==> src/rtl/oled_link_scheduler.sv <==
// oled_link_scheduler
//   Shares one OLED serial link between two requesters
//   (0 = init/command sequencer, 1 = frame refresh engine).
//   - Round-robin arbitration, with an optional per-word lock that keeps the
//     grant with the current owner across a burst.
//   - One word is issued per transfer, then the block waits for the
//     serialiser's completion pulse.
//   - A watchdog aborts the transfer if completion never arrives.
//   - A fixed idle gap follows every completed or aborted transfer.
//
// Parameters
//   GAP      idle cycles after each transfer (0..15, 0 = straight to IDLE)
//   TIMEOUT  max cycles in WAIT before abort (1..255)
//
// Ports
//   HCLK, HRESET          clock, async active-high reset
//   reqN/dncN/dataN/lockN requester N request, D/nC, payload, burst lock
//   ackN                  one-cycle pulse: requester N word captured
//   tx_start/tx_dnc/tx_data  serialiser launch pulse and latched word
//   tx_done               serialiser completion pulse (honoured in WAIT only)
//   busy, owner           state != IDLE, current or last grant
//   timeout_err, err_clr  sticky watchdog flag and its clear
//
// Build option
//   OLED_SCHED_STATS_EN   adds cnt0/cnt1 completed-transfer counters
module oled_link_scheduler #(
  parameter int GAP     = 2,
  parameter int TIMEOUT = 64
) (
  input  logic        HCLK,
  input  logic        HRESET,
  input  logic        req0,
  input  logic        dnc0,
  input  logic [15:0] data0,
  input  logic        lock0,
  output logic        ack0,
  input  logic        req1,
  input  logic        dnc1,
  input  logic [15:0] data1,
  input  logic        lock1,
  output logic        ack1,
  output logic        tx_start,
  output logic        tx_dnc,
  output logic [15:0] tx_data,
  input  logic        tx_done,
  output logic        busy,
  output logic        owner,
  output logic        timeout_err,
  input  logic        err_clr
`ifdef OLED_SCHED_STATS_EN
  ,
  output logic [15:0] cnt0,
  output logic [15:0] cnt1
`endif
);

  typedef enum logic [1:0] {S_IDLE, S_ISSUE, S_WAIT, S_GAP} state_t;

  localparam logic [7:0] WD_LAST    = 8'(TIMEOUT - 1);
  localparam logic [3:0] GAP_LD     = (GAP > 0) ? 4'(GAP - 1) : 4'd0;
  localparam state_t     AFTER_WAIT = (GAP == 0) ? S_IDLE : S_GAP;

  state_t      state, nxt;
  logic        last_grant, lock_active;
  logic [7:0]  wd_cnt;
  logic [3:0]  gap_cnt;
  logic        lock_hold, win_vld, win;
  logic        accept, done_ok, wd_expire;

  // Arbitration. A held lock bypasses round-robin entirely; a stale lock
  // (owner dropped req) falls through to normal arbitration this same cycle.
  always_comb begin
    lock_hold = lock_active && (owner ? req1 : req0);
    win_vld   = 1'b0;
    win       = 1'b0;
    if (lock_hold) begin
      win_vld = 1'b1;
      win     = owner;
    end else if (req0 && req1) begin
      win_vld = 1'b1;
      win     = ~last_grant;
    end else if (req0) begin
      win_vld = 1'b1;
      win     = 1'b0;
    end else if (req1) begin
      win_vld = 1'b1;
      win     = 1'b1;
    end
  end

  always_ff @(posedge HCLK or posedge HRESET) begin
    if (HRESET) state <= S_IDLE;
    else        state <= nxt;
  end

  // tx_done takes priority over the watchdog on the final WAIT cycle.
  always_comb begin
    nxt       = state;
    accept    = 1'b0;
    done_ok   = 1'b0;
    wd_expire = 1'b0;
    case (state)
      S_IDLE:  if (win_vld) begin
                 accept = 1'b1;
                 nxt    = S_ISSUE;
               end
      S_ISSUE: nxt = S_WAIT;
      S_WAIT:  if (tx_done) begin
                 done_ok = 1'b1;
                 nxt     = AFTER_WAIT;
               end else if (wd_cnt == WD_LAST) begin
                 wd_expire = 1'b1;
                 nxt       = AFTER_WAIT;
               end
      S_GAP:   if (gap_cnt == 4'd0) nxt = S_IDLE;
      default: nxt = S_IDLE;
    endcase
  end

  // Handshake outputs decode straight from registered state, so an async
  // reset drops them with no glitch.
  assign tx_start = (state == S_ISSUE);
  assign ack0     = tx_start && !owner;
  assign ack1     = tx_start &&  owner;
  assign busy     = (state != S_IDLE);

  always_ff @(posedge HCLK or posedge HRESET) begin
    if (HRESET) begin
      tx_dnc      <= 1'b0;
      tx_data     <= 16'h0000;
      owner       <= 1'b0;
      last_grant  <= 1'b1;  // req0 wins the first tie
      lock_active <= 1'b0;
      wd_cnt      <= 8'd0;
      gap_cnt     <= 4'd0;
      timeout_err <= 1'b0;
    end else begin
      if (accept) begin
        tx_dnc      <= win ? dnc1  : dnc0;
        tx_data     <= win ? data1 : data0;
        owner       <= win;
        last_grant  <= win;
        lock_active <= win ? lock1 : lock0;
      end else if (state == S_IDLE && lock_active && !lock_hold) begin
        lock_active <= 1'b0;
      end else if (wd_expire) begin
        lock_active <= 1'b0;
      end

      if (state == S_ISSUE)     wd_cnt <= 8'd0;
      else if (state == S_WAIT) wd_cnt <= wd_cnt + 8'd1;

      if (done_ok || wd_expire)                      gap_cnt <= GAP_LD;
      else if (state == S_GAP && gap_cnt != 4'd0)    gap_cnt <= gap_cnt - 4'd1;

      // Set wins over a coincident clear.
      if (wd_expire)    timeout_err <= 1'b1;
      else if (err_clr) timeout_err <= 1'b0;
    end
  end

`ifdef OLED_SCHED_STATS_EN
  always_ff @(posedge HCLK or posedge HRESET) begin
    if (HRESET) begin
      cnt0 <= 16'h0000;
      cnt1 <= 16'h0000;
    end else if (done_ok) begin
      if (owner) cnt1 <= cnt1 + 16'h0001;
      else       cnt0 <= cnt0 + 16'h0001;
    end
  end
`endif

endmodule

==> config.mk <==
export PLATFORM = sky130hd
export DESIGN_NAME = oled_link_scheduler
export DESIGN_NICKNAME = d
export VERILOG_FILES = /design/src/rtl/oled_link_scheduler.sv
export SDC_FILE = /design/constraint.sdc
export NUM_CORES = 1
export LEC_CHECK = 0
export ABC_AREA = 1
export CAP_MARGIN = 40
export CORE_MARGIN = 1
export CORE_UTILIZATION = 29
export DETAILED_ROUTE_END_ITERATION = 7
export PLACE_DENSITY = 0.59
export SLEW_MARGIN = 20
export SYNTH_ARGS = -nofsm -noshare
export SYNTH_HDL_FRONTEND = slang
export SYNTH_SLANG_ARGS = --single-unit
export TNS_END_PERCENT = 20
==> constraint.sdc <==
create_clock -name HCLK -period 1.8 [get_ports HCLK]
set_clock_uncertainty 0.2 [all_clocks]
set_input_delay 0.36 -clock HCLK [delete_from_list [all_inputs] [get_ports HCLK]]
set_output_delay 0.36 -clock HCLK [all_outputs]
set_load 0.01 [all_outputs]
==> out/qor.txt, run 1 <==
initial antenna violation count -> 0
Required @ worst endpoint -> 1.24 ns
Reg clk slew, reported paths -> 0.08 ns
critical-path maximum fanout -> 4
Setup crit end kind -> output pin
Final Cycle Share -> 0.990
Worst Tran Pin Value -> 0.284 ns
fraction of layout cells with a size suffix above 1 -> 0.188
Synth Area per Inst -> 7.51 um2
met1 GRT Util -> 0.191
most frequent cells in the layout -> nand2_1 (68), inv_1 (59), clkdlybuf4s50_1 (57), nand3_1 (55), dfrtp_1 (33)
core area -> 7290 um2
Synth Instances -> 292
hpwl dp -> 4160 um
row count -> 31
count of input and output buffers -> 64
vias in the first global route -> 2,061
Detail Route Antenna Nets -> 0
Final setup viols -> 0
startpoint types -> flop
gr busiest metal -> met2
CTS root buf -> clkbuf_8
first-pass GRT wire length -> 9340 um
DRC Markers -> 0
Achievable Freq -> 0.561 GHz
Clock Latency Late Sink -> 0.29 ns
CTS tree -> built
Initial DRT Pass Iterations -> 4
H-tree levels -> 2
fillers -> 753
simple-gate share of the synthesized area -> 0.370
CTS Hold Bufs -> 0
Hold Path Class -> in -> async
Power Dens Cells -> 1410 nW/um2
most common cell after layout, fill and taps aside -> nand2_1
status -> completed
Post-Synth Adder-Cell Area -> 0.0399
Max Cap Viol -> 0
Placement Setup Slack -> -0.169 ns
largest family of logic cells by synthesized area -> simple AND/OR/NAND/NOR gates
Post-Syn Nets -> 341
Final WS setup -> 0.0172 ns
GRT Residual Overflow -> 0
Global Route met2 Usage -> 0.272
count of pins over their slew limit -> 0
Ys Warns -> 0
Die Ht -> 89.0 um
CP Class -> reg -> out
DIE AREA -> 7910 um2
XOR/XNOR Fraction of Synth Area -> 0.0120
DR vias/cell -> 4.37
GP Congestion -> 0.780
sequential fraction of the synthesis area -> 0.400
VDD IR max -> 0.476 mV
total CTS buffers -> 5
Pleak -> 1.73 nW
hold slack -> 0.212 ns
Synth Area in Compound Gates -> 0.0314
met3 usage -> 0.0314
Die X -> 89.0 um
#FFs+latches synth -> 35
ANT cells -> 0
Worst Path Arrival -> 1.22 ns
clock period minus final worst setup slack -> 1.78 ns
relative slew slack -> 0.810
via count -> 2,105
CTS sink cnt -> 35
clk buf depth -> 2
Synth cell types -> 29
wire per inst -> 11.8 um
# IOs -> 65
drt initial violations -> 107
nets@finish -> 431
GRT Overall Usage -> 0.154
RSZ-0062 raised after global routing -> true
initial core utilization -> 0.301
largest net degree at the start of global routing -> 36
post-synthesis instance area -> 2190 um2
total power -> 4.60 mW
post-synthesis mux area share -> 0
Area Overhead vs Synth -> 48.7%
Final Routed Wirelength -> 5700 um
final hold vios -> 0
==> flip-flops by register name, indices dropped and copies added (netlist names) <==
name and cells:
gap_cnt 4, last_grant 1, lock_active 1, owner 1, state 2, timeout_err 1, tx_data 16, tx_dnc 1
wd_cnt 8
==> worst paths after layout <==
check	start	end	slack [ns]	cells past startpoint
max reg2reg	state[0]$_DFFE_PP0P_	owner$_DFFE_PP0P_	0.15	8
min reg2reg	tx_data[2]$_DFFE_PP0P_	tx_data[2]$_DFFE_PP0P_	0.28	2
min in group HCLK	tx_data[2]$_DFFE_PP0P_	tx_data[2]$_DFFE_PP0P_	0.28	2
max in group asynchronous	HRESET	last_grant$_DFFE_PP1P_	0.93	3
min	HRESET	gap_cnt[3]$_DFFE_PP0P_	0.21	3
max	state[0]$_DFFE_PP0P_	tx_start	0.02	4
==> through the flow <==
step / util / setup TNS [ns] / instance area [um2] / cells
2_1_floorplan: - / 0 / 2190 / 292
3_5_place_dp: 0.431 / -3.43 / 3140 / 473
3_3_place_gp: 0.431 / -2.76 / 3140 / 473
6_report: 0.447 / 0 / 3260 / 482
4_1_cts: 0.443 / 0 / 3230 / 482
5_1_grt: 0.447 / -0.158 / 3260 / 482
==> layout make-up <==
cell class	instances	area (um2)	share of cell area
clock buffer	7	76.3	0.0234
sequential	35	878	0.269
clock inverter	1	5.00	0.00153
multi-input combinational	183	1030	0.316
timing repair buffer	91	896	0.275
inverter	66	250	0.0767
tap	99	124	0.0380
==> metal layers <==
metal  part of all wire  wire (um)  vias up
li1                   -          -     1081
met1               0.46       2600      951
met2               0.47       2680       69
met3              0.064        367        4
met4              0.010         57        0
met5                  0          0        -
==> cell usage after synthesis, drive strengths merged <==
cell type	number	area, um2
or2	1	6.26
xor2	2	17.5
o221ai	1	8.76
xnor2	1	8.76
a21oi	4	27.5
buf	6	56.3
nand2	72	290
o21ai	5	25.0
dfrtp	34	851
inv	66	248
ha	7	87.6
clkbuf	2	17.5
a22oi	1	7.51
nand3	67	403
nor3	2	10.0
dfstp	1	26.3
nand4	5	46.3
nor2	15	56.3
==> power breakdown <==
group	leakage [nW]	switching, mW	internal, mW
registers	0.439	0.215	1.13
clock network	0.0422	0.301	0.272
logic	1.25	1.38	1.30
==> logic make-up (layout without fill, tap and decap cells) <==
family / count (synthesis) / in the layout
AO/OA/AOI/OAI: 11 / 11
XOR/XNOR: 3 / 3
adder cells (fa/ha/maj): 7 / 7
buffers and inverters: 74 / 165
flip-flops: 35 / 35
AND/OR/NAND/NOR: 162 / 162
==> worst max-delay path, stage by stage, from the launching register on <==
cell	delay, ns
dfrtp_1	0.39
buf_4	0.14
ha_4	0.16
buf_4	0.12
buf_2	0.13
==> timing repair <==
action | 4_1_cts | 5_1_grt
resized for setup | 21 | 10
setup buffers | 1 | 0
setup endpoints to repair | 5 | 29
(Power assumes the default switching activity.)
==> inputs of run 2 (changes only) <==
--- a/config.mk
+++ b/config.mk
@@ -7,10 +7,13 @@
 export LEC_CHECK = 0
 export ABC_AREA = 1
 export CAP_MARGIN = 40
-export CORE_MARGIN = 1
-export CORE_UTILIZATION = 29
+export CELL_PAD_IN_SITES_DETAIL_PLACEMENT = 1
+export CELL_PAD_IN_SITES_GLOBAL_PLACEMENT = 2
+export CORE_MARGIN = 10
+export CORE_UTILIZATION = 24
+export CTS_BUF_LIST = sky130_fd_sc_hd__clkbuf_4 sky130_fd_sc_hd__clkbuf_8
 export DETAILED_ROUTE_END_ITERATION = 7
-export PLACE_DENSITY = 0.59
+export PLACE_DENSITY = 0.81
 export SLEW_MARGIN = 20
 export SYNTH_ARGS = -nofsm -noshare
 export SYNTH_HDL_FRONTEND = slang
==> out/qor.txt, run 2 (same netlist as run 1, synthesis figures left out) <==
Final setup viols -> 0 (unchanged)
fin cells -> 493 (+2.3%)
core area -> 8810 um2 (+21%)
GP Congestion -> 0.753 (-3.6%)
Max Used Layer -> met4
DR vias/cell -> 4.46 (+2.1%)
nets@finish -> 433 (+0.46%)
met1 WL -> 3140 um (+21%)
fraction of layout cells with a size suffix above 1 -> 0.208 (+0.0198)
DRC Markers -> 0 (unchanged)
CTS Hold Bufs -> 0 (unchanged)
final hold vios -> 0 (unchanged)
Final Cycle Share -> 0.978 (-0.0121)
count of pins over their slew limit -> 0 (unchanged)
Power Dens Cells -> 1450 nW/um2 (+2.8%)
initial core utilization -> 0.249 (-0.0517)
startpoint types -> flop
Reg clk slew, reported paths -> 0.09 ns (about the same)
# IOs -> 65 (unchanged)
Required @ worst endpoint -> 1.24 ns (about the same)
RSZ-0062 raised after global routing -> true
CP Class -> reg -> out
wire length on met3 -> 487 um (+33%)
Biggest register -> tx_data
GRT Residual Overflow -> 0 (unchanged)
placed cell count -> 478 (+1.1%)
CTS tree -> built
most common cell after layout, fill and taps aside -> nand2_1
H-tree levels -> 2 (unchanged)
CTS sink cnt -> 35 (unchanged)
Crit path max-delay family -> buffers and inverters
Crit path largest cell delay -> 0.54 ns (+0.15 ns)
initial antenna violation count -> 0 (unchanged)
most frequent cells in the layout -> nand2_1 (67), inv_1 (56), nand3_1 (55), clkdlybuf4s50_1 (44), dfrtp_1 (33)
Clock Latency Late Sink -> 0.30 ns (about the same)
hpwl dp -> 5640 um (+36%)
Worst Tran Pin Value -> 0.397 ns (+0.112 ns)
Max Cap Viol -> 0 (unchanged)
relative slew slack -> 0.735 (-0.0750)
critical-path maximum fanout -> 2 (-2)
CP max stage cell -> clkdlybuf4s50_1
via count -> 2,198 (+4.4%)
clock period minus final worst setup slack -> 1.76 ns (-0.0219 ns)
total power -> 4.91 mW (+6.7%)
Initial DRT Pass Iterations -> 4 (unchanged)
Placement Setup Slack -> -0.228 ns (-0.0589 ns)
row count -> 34 (+9.7%)
drt initial violations -> 49 (-54%)
Worst Path Arrival -> 1.20 ns (-0.02 ns)
status -> completed
crit-path cells -> clkdlybuf4s50_1
R2R Setup Slk -> 0.08 ns (-0.07 ns)
CTS root buf -> clkbuf_8
Die X -> 116 um (+30%)
Final Routed Wirelength -> 7540 um (+32%)
Detail Route Antenna Nets -> 0 (unchanged)
biggest regs -> tx_data x16, wd_cnt x8, gap_cnt x4
Die Ht -> 116 um (+30%)
TNS Setup -> 0 ns (unchanged)
max reg flops -> 16 (unchanged)
total CTS buffers -> 5 (unchanged)
Achievable Freq -> 0.568 GHz (+1.2%)
met2 wire len -> 3850 um (+44%)
count of input and output buffers -> 64 (unchanged)
Area Overhead vs Synth -> 54.2%
Final WS setup -> 0.0391 ns (+0.0219 ns)
Setup crit end kind -> output pin
Hold Path Class -> in -> async
ANT cells -> 0 (unchanged)
Pleak -> 1.87 nW (+8.1%)
VDD IR max -> 0.598 mV (+26%)
vias in the first global route -> 2,475 (+20%)
DIE AREA -> 13,400 um2 (+69%)
GRT Overall Usage -> 0.112 (-0.0426)
largest net degree at the start of global routing -> 20 (-44%)
clk buf depth -> 2 (unchanged)
wire per inst -> 15.3 um (+29%)
CP Buf/Inv Count -> 1 (-2)
first-pass GRT wire length -> 12,100 um (+29%)
-- run 2: cell type report --
class	count	area, um2
clock inverter	3	43.8
sequential	35	878
multi-input combinational	186	1110
clock buffer	5	68.8
timing repair buffer	90	900
tap	108	135
fill	1073	5420
inverter	66	250
-- run 2: power by group --
group          switching, mW  total (mW)  internal (mW)  leakage [nW]
registers              0.237        1.37           1.13         0.439
logic                   1.53        2.80           1.27          1.37
clock network          0.327       0.740          0.413        0.0581
-- run 2: final timing paths --
kind / from / endpoint / cells after the start
hold / removal: HRESET / tx_data[7]$_DFFE_PP0P_ / 2
setup reg to reg: owner$_DFFE_PP0P_ / owner$_DFFE_PP0P_ / 9
setup / recovery: tx_data[4]$_DFFE_PP0P_ / tx_data[4] / 1
min in group HCLK: last_grant$_DFFE_PP1P_ / last_grant$_DFFE_PP1P_ / 2
max in group asynchronous: HRESET / state[0]$_DFFE_PP0P_ / 3
hold reg to reg: last_grant$_DFFE_PP1P_ / last_grant$_DFFE_PP1P_ / 2
-- run 2: per-layer routing --
layer  track usage  vias to the layer above
li1              -                     1090
met1         0.120                     1049
met2         0.207                       52
met3        0.0331                        7
met4        0.0304                        0
met5             0                        -
-- run 2: what timing repair did --
item,4_1_cts,5_1_grt
setup buffers,1,3
gates cloned,0,3
setup endpoints to repair,11,44
gates resized for setup,25,29
pin swaps,0,2
-- run 2: per-stage QoR --
stage,hold WS [ns],util,area [um2]
finish,0.139,0.384,3380
global route,0.173,0.384,3380
CTS,0.148,0.364,3210
detailed placement,0.270,0.352,3100
global placement,0.267,0.352,3100
floorplan,0.255,-,2190
